File: src/rtl/m92_pkg.sv
// Shared types and constants for the M92 memory decode path: region encoding,
// sequencer states, board configuration and the SDRAM region base table.
package m92_pkg;

  localparam int RGN_ROM        = 0;
  localparam int RGN_PF_VRAM    = 1;
  localparam int RGN_RAM        = 2;
  localparam int RGN_EEPROM     = 3;
  localparam int RGN_BUFFER     = 4;
  localparam int RGN_SPRITE_CTL = 5;
  localparam int RGN_VIDEO_CTL  = 6;
  localparam int RGN_VECTOR     = 7;
  localparam int RGN_N          = 8;

  typedef logic [RGN_N-1:0] mem_region_t;

  typedef enum logic [2:0] {IDLE, ISSUE, SDR_WAIT, LOCAL_WAIT, DONE} decode_state_t;

  typedef struct packed {
    logic [3:0] bank_mask;
    logic       alt_map;
  } board_cfg_t;

  localparam logic [24:0] REGION_CPU_ROM = 25'h010_0000;
  localparam logic [24:0] REGION_CPU_RAM = 25'h020_0000;

  // Regions whose accesses complete through the SDRAM handshake.
  function automatic logic is_sdr_region(input mem_region_t r);
    return r[RGN_ROM] | r[RGN_RAM] | r[RGN_VECTOR];
  endfunction

endpackage

File: src/rtl/mem_region_decode.sv
// Combinational CPU address decode: one-hot region plus the SDRAM address
// after bank-window nibble substitution.
module mem_region_decode
  import m92_pkg::*;
#(
  parameter int NUM_BANKS = 1,
  parameter int BANK_W    = 4
) (
  input  logic [19:0]                      addr,
  input  logic [NUM_BANKS-1:0][BANK_W-1:0] banks,
  input  board_cfg_t                       cfg,
  output mem_region_t                      region,
  output logic [24:0]                      sdr_addr
);

  logic [NUM_BANKS-1:0]      win_hit;
  logic [NUM_BANKS-1:0][3:0] win_nib;
  logic [3:0]                nibble;

  for (genvar k = 0; k < NUM_BANKS; k++) begin : g_win
    assign win_hit[k] = (addr[19:17] == 3'(5 - k));
    assign win_nib[k] = (4'(banks[k]) & cfg.bank_mask) | (addr[19:16] & ~cfg.bank_mask);
  end

  // Windows never overlap, so at most one hit wins.
  always_comb begin
    nibble = addr[19:16];
    for (int k = 0; k < NUM_BANKS; k++)
      if (win_hit[k]) nibble = win_nib[k];
  end

  always_comb begin
    region = '0;
    if (addr[19:4] == 16'hFFFF)                     region[RGN_VECTOR]     = 1'b1;
    else if (addr[19:16] == 4'hC)                   region[RGN_ROM]        = 1'b1;
    else if (addr[19:16] == 4'hD)                   region[RGN_PF_VRAM]    = 1'b1;
    else if (addr[19:16] == 4'hE)                   region[RGN_RAM]        = 1'b1;
    else if (addr[19:14] == 6'b111100)              region[RGN_EEPROM]     = 1'b1;
    else if (addr[19:12] == 8'hF8)                  region[RGN_BUFFER]     = 1'b1;
    else if (addr[19:4] == 16'hF900)                region[RGN_SPRITE_CTL] = 1'b1;
    else if (addr[19:1] == 19'h7CC00)               region[RGN_VIDEO_CTL]  = 1'b1;
    else if (cfg.alt_map && addr[19:16] == 4'h8)    region[RGN_PF_VRAM]    = 1'b1;
    else if (addr[19:18] != 2'b11)                  region[RGN_ROM]        = 1'b1;
  end

  always_comb begin
    sdr_addr = '0;
    if (region[RGN_ROM])         sdr_addr = {REGION_CPU_ROM[24:20], nibble, addr[15:0]};
    else if (region[RGN_RAM])    sdr_addr = {REGION_CPU_RAM[24:16], addr[15:0]};
    else if (region[RGN_VECTOR]) sdr_addr = {REGION_CPU_ROM[24:20], 16'h7fff, addr[3:0]};
  end

endmodule

File: src/rtl/mem_decode_seq.sv
// Sequential M92 CPU memory decoder: latches one request, decodes it and
// completes via SDRAM handshake or local wait. WRITE_PROTECT_EN adds wp_err.
module mem_decode_seq
  import m92_pkg::*;
#(
  parameter int NUM_BANKS  = 1,
  parameter int BANK_W     = 4,
  parameter int LOCAL_WAIT = 1,
  parameter int SDR_AW     = 25
) (
  input  logic              clk,
  input  logic              reset_n,
  input  logic [BANK_W-1:0] cfg_bank_mask,
  input  logic              cfg_alt_map,
  input  logic              bank_wr,
  input  logic [1:0]        bank_idx,
  input  logic [BANK_W-1:0] bank_data,
  input  logic              req,
  input  logic [19:0]       addr,
  input  logic              wr,
  output logic              done,
  output logic              busy,
  output logic [7:0]        region,
  output logic              sdr_req,
  input  logic              sdr_ack,
  output logic [SDR_AW-1:0] sdr_addr,
  output logic              sdr_we
`ifdef WRITE_PROTECT_EN
  ,output logic             wp_err
`endif
);

  decode_state_t                   state;
  logic [NUM_BANKS-1:0][BANK_W-1:0] bank_q;
  logic [3:0]                      cnt;
  board_cfg_t                      cfg;
  mem_region_t                     dec_region;
  logic [24:0]                     dec_sdr_addr;
  logic                            wp_hit;

  assign cfg = '{bank_mask: 4'(cfg_bank_mask), alt_map: cfg_alt_map};

  mem_region_decode #(.NUM_BANKS(NUM_BANKS), .BANK_W(BANK_W)) u_dec (
    .addr     (addr),
    .banks    (bank_q),
    .cfg      (cfg),
    .region   (dec_region),
    .sdr_addr (dec_sdr_addr)
  );

`ifdef WRITE_PROTECT_EN
  assign wp_hit = sdr_we && (region[RGN_ROM] || region[RGN_VECTOR]);
`else
  assign wp_hit = 1'b0;
`endif

  // Decode reads bank_q combinationally, so a same-cycle write lands after the
  // accepting edge and only affects later requests.
  always_ff @(posedge clk or negedge reset_n) begin
    if (!reset_n) begin
      bank_q <= '0;
    end else begin
      for (int k = 0; k < NUM_BANKS; k++)
        if (bank_wr && bank_idx == 2'(k)) bank_q[k] <= bank_data;
    end
  end

  always_ff @(posedge clk or negedge reset_n) begin
    if (!reset_n) begin
      state    <= IDLE;
      done     <= 1'b0;
      busy     <= 1'b0;
      region   <= '0;
      sdr_req  <= 1'b0;
      sdr_addr <= '0;
      sdr_we   <= 1'b0;
      cnt      <= '0;
`ifdef WRITE_PROTECT_EN
      wp_err   <= 1'b0;
`endif
    end else begin
      done <= 1'b0;
`ifdef WRITE_PROTECT_EN
      wp_err <= 1'b0;
`endif
      case (state)
        IDLE: if (req) begin
          state    <= ISSUE;
          busy     <= 1'b1;
          region   <= dec_region;
          sdr_addr <= SDR_AW'(dec_sdr_addr);
          sdr_we   <= wr;
        end
        ISSUE: begin
          if (wp_hit) begin
            state <= DONE;
            done  <= 1'b1;
`ifdef WRITE_PROTECT_EN
            wp_err <= 1'b1;
`endif
          end else if (is_sdr_region(region)) begin
            state   <= SDR_WAIT;
            sdr_req <= 1'b1;
          end else begin
            state <= m92_pkg::LOCAL_WAIT;
            cnt   <= 4'(LOCAL_WAIT);
          end
        end
        SDR_WAIT: if (sdr_ack) begin
          state   <= DONE;
          sdr_req <= 1'b0;
          done    <= 1'b1;
        end
        m92_pkg::LOCAL_WAIT: begin
          if (cnt == 4'd0) begin
            state <= DONE;
            done  <= 1'b1;
          end else begin
            cnt <= cnt - 4'd1;
          end
        end
        DONE: begin
          state    <= IDLE;
          busy     <= 1'b0;
          region   <= '0;
          sdr_addr <= '0;
          sdr_we   <= 1'b0;
        end
        default: state <= IDLE;
      endcase
    end
  end

endmodule
File: config.mk
export PLATFORM = sky130hd
export DESIGN_NAME = mem_decode_seq
export DESIGN_NICKNAME = d
export VERILOG_FILES = /design/src/rtl/m92_pkg.sv /design/src/rtl/mem_region_decode.sv /design/src/rtl/mem_decode_seq.sv
export SDC_FILE = /design/constraint.sdc
export NUM_CORES = 1
export LEC_CHECK = 0
export CORE_MARGIN = 10
export CORE_UTILIZATION = 40
export DETAILED_ROUTE_END_ITERATION = 10
export MAX_ROUTING_LAYER = met4
export PLACE_DENSITY = 0.69
export SYNTH_ARGS = -nofsm -noshare
export SYNTH_HDL_FRONTEND = slang
export SYNTH_SLANG_ARGS = --single-unit
File: constraint.sdc
create_clock -name clk -period 2.7 [get_ports clk]
set_clock_uncertainty 0.15 [all_clocks]
set_input_delay 0.675 -clock clk [delete_from_list [all_inputs] [get_ports clk]]
set_output_delay 0.675 -clock clk [all_outputs]
set_load 0.05 [all_outputs]
==> results.ini <==
[run_status]
status = completed

[final_layout]
diodes = 0
finish.utilization_pct = 64.16
syn2layout_area_growth_pct = 52.47
drive_gt1_share_pct = 16.73
nNetsFinal = 306

[timing]
min_period_over_period_pct = 96.65
drv_slew = 0
finalSetupTns_ps = 0
fmax_mhz = 383.2
whs_ps = 286.1
setup_violations = 0
timing.final.crit_period_ps = 2610
worst-slew-pin-transition_ps = 690.1
finalHoldViolCount = 0
rsz0062_at_grt = false
maxSlewHeadroom_pct = 53.35

[floorplanning]
die_h_um = 91.19
ios = 74
initial_core_util_pct = 42.08
fp-row-count = 25
core_area_mm2 = 0.004817
die_w_um = 91.19
dieArea_mm2 = 0.008315

[cts]
cts_tree = built
clock_sinks = 45
clock-root-buffer = clkbuf_8
cts-buffers-inserted = 5
max-clock-path-buffers = 2
cts_hold_buffers = 0
cts.clk_slew.worst_paths_ps = 90
htree_num_levels = 2
clkLatencyLatePin_ps = 300

[setup_path]
cp.required_ps = 2800
crit_path_start_kind = input pin
slowest_stage = or4_4
crit_type = input pin to register
critPathCaptureType = register
path_max_fanout = 6
slowest_delay_ps = 560
critPathArrivalTime_ps = 2710
path_cells = clkdlybuf4s50_1, or4b_4, or4_4, nor3_4, buf_4, a221o_1

[placed_design]
place_congestion = 0.7712
dp_hpwl_um = 4419
io_buffers = 70

[grt]
grt_pass1_vias = 1844
grt_max_degree = 46
grt_overflow_total = 0
grtUsageTotal_pct = 14.16
grt_pass1_wl_um = 9377
antenna_found_initial = 0

[routing]
routed_wl_um = 5620
avgViaCountPerCell = 5.262
drt_pass1_iterations = 4
wl_per_cell_um = 16.73
via_count = 1768
ant_nets = 0
drcViolationCount = 0
drt_iter0_drc = 93

[synth]
synth_area_leader_cell = dfrtp_1
synth_seq_area_share_pct = 55.56
synth_area_leaders = dfrtp_1, a22o_1, a221o_1
ys_ff_latch = 45
ys_warn_count = 0
synth.cell_area_mm2 = 0.002027
synth_edf_count = 0
synthCells = 177
ys_types = 40
yosysMostFrequentCell = dfrtp_1
synth_common_cells = dfrtp_1, a22o_1, nand2_1, nor2_1, a221o_1
async_flop_share_pct = 100.0
synth.top_cell.area_share_pct = 55.56
avgSynthCellArea_um2 = 11.45
synth_flop_cell = dfrtp_1

[power_and_ir_drop]
p_leak_uw = 0.001379
vdd_drop_max_v = 0.0007606
cellPowerDensity_mw_per_mm2 = 1083

[hold_path]
hp-class = input pin to async pin

[flow_run]
maxCapViolCount = 0

-- power by group --
group	total, uW	switching [uW]	internal, uW
Combinational	1680	1030	648
Sequential	1050	153	902
Clock	614	241	372
Total	3350	1430	1920
-- placed cells by master, fill, tap and decap left out, types with 2 or more instances in the layout --
cell             Yosys  routed
o21a_1               4       4
a221o_1              9       9
bufinv_16            0       2
nand4_1              5       5
and2_1               3       3
mux2_2               5       5
buf_4                3      24
inv_1                4       4
nor2b_1              2       2
clkdlybuf4s50_1      0      69
nor3b_1              3       3
a21oi_1              7       7
or4_4                1       2
mux2i_1              2       2
conb_1               1       3
nand2_1             12      12
nand3_1              3       3
xor2_1               2       2
clkbuf_8             0       5
nand2b_1             2       2
a22o_1              13      13
dfrtp_1             45      45
nor2_1              10      10
a21o_1               5       5
nor4b_1              5       5
o21ai_0              5       4
-- routing by layer --
metal  vias up  global-route usage [%]  part of all wire, %
met2        70                   21.54                   45
met1       848                   17.33                   46
met3         7                   5.103                  7.3
met5         -                       -                    0
li1        843                       -                    -
met4         0                   3.916                 0.94
-- final cells by class --
cell class              count  area, um2
clock buffers               5      68.82
clock inverters             3      68.82
fillers                   429       1727
inverters                   4      15.01
multi-input cells         118      852.1
flip-flops and latches     45       1126
well taps                  67      83.83
repair buffers             94      875.8
-- worst paths after layout --
path	from	slack, ps	end	cells past startpoint
max	req	90	sdr_addr[14]	6
min	reset_n	290	sdr_we	2
max reg2reg	state[2]	420	sdr_addr[14]	5
min reg2reg	region[4]	340	region[4]	2
max in group asynchronous	reset_n	1720	bank_q[3]	2
min in group clk	region[4]	340	region[4]	2
-- worst max-delay path, delay by kind of cell --
kind / cells / cell delay (ps)
AO/OA/AOI/OAI: 1 / 110
buffers and inverters: 2 / 690
AND/OR/NAND/NOR: 3 / 1230
-- per-stage QoR --
step	setup WS [ps]	power [uW]	area, um2	instances
detailed placement	-265.4	2752	2940	328
global placement	-232.2	2733	2940	328
finish	90.47	3348	3090	336
global route	25.62	3536	3090	336
floorplan	245.6	2128	2034	179
CTS	53.75	3370	3078	336
-- state kept, by name (all words and copies together), names as in the netlist --
register	cells
bank_q	4
busy	1
cnt	4
done	1
region	8
sdr_addr	22
sdr_req	1
sdr_we	1
state	3
-- cells by family after synthesis --
logic type / count (synthesis) / synth area share, %
compound gates: 46 / 17.59
buf+inv: 16 / 3.580
simple gates: 59 / 17.84
mux: 7 / 3.765
other cells: 1 / 0.1850
flops: 45 / 55.56
fa+ha+maj: 1 / 0.6172
xor+xnor: 2 / 0.8644
-- what timing repair did --
item | in CTS | in global routing
endpoints found under the setup margin | 0 | 2
gates resized for setup | 0 | 3
setup buffers | 0 | 0
No activity file was read; power rests on OpenSTA's default activity.
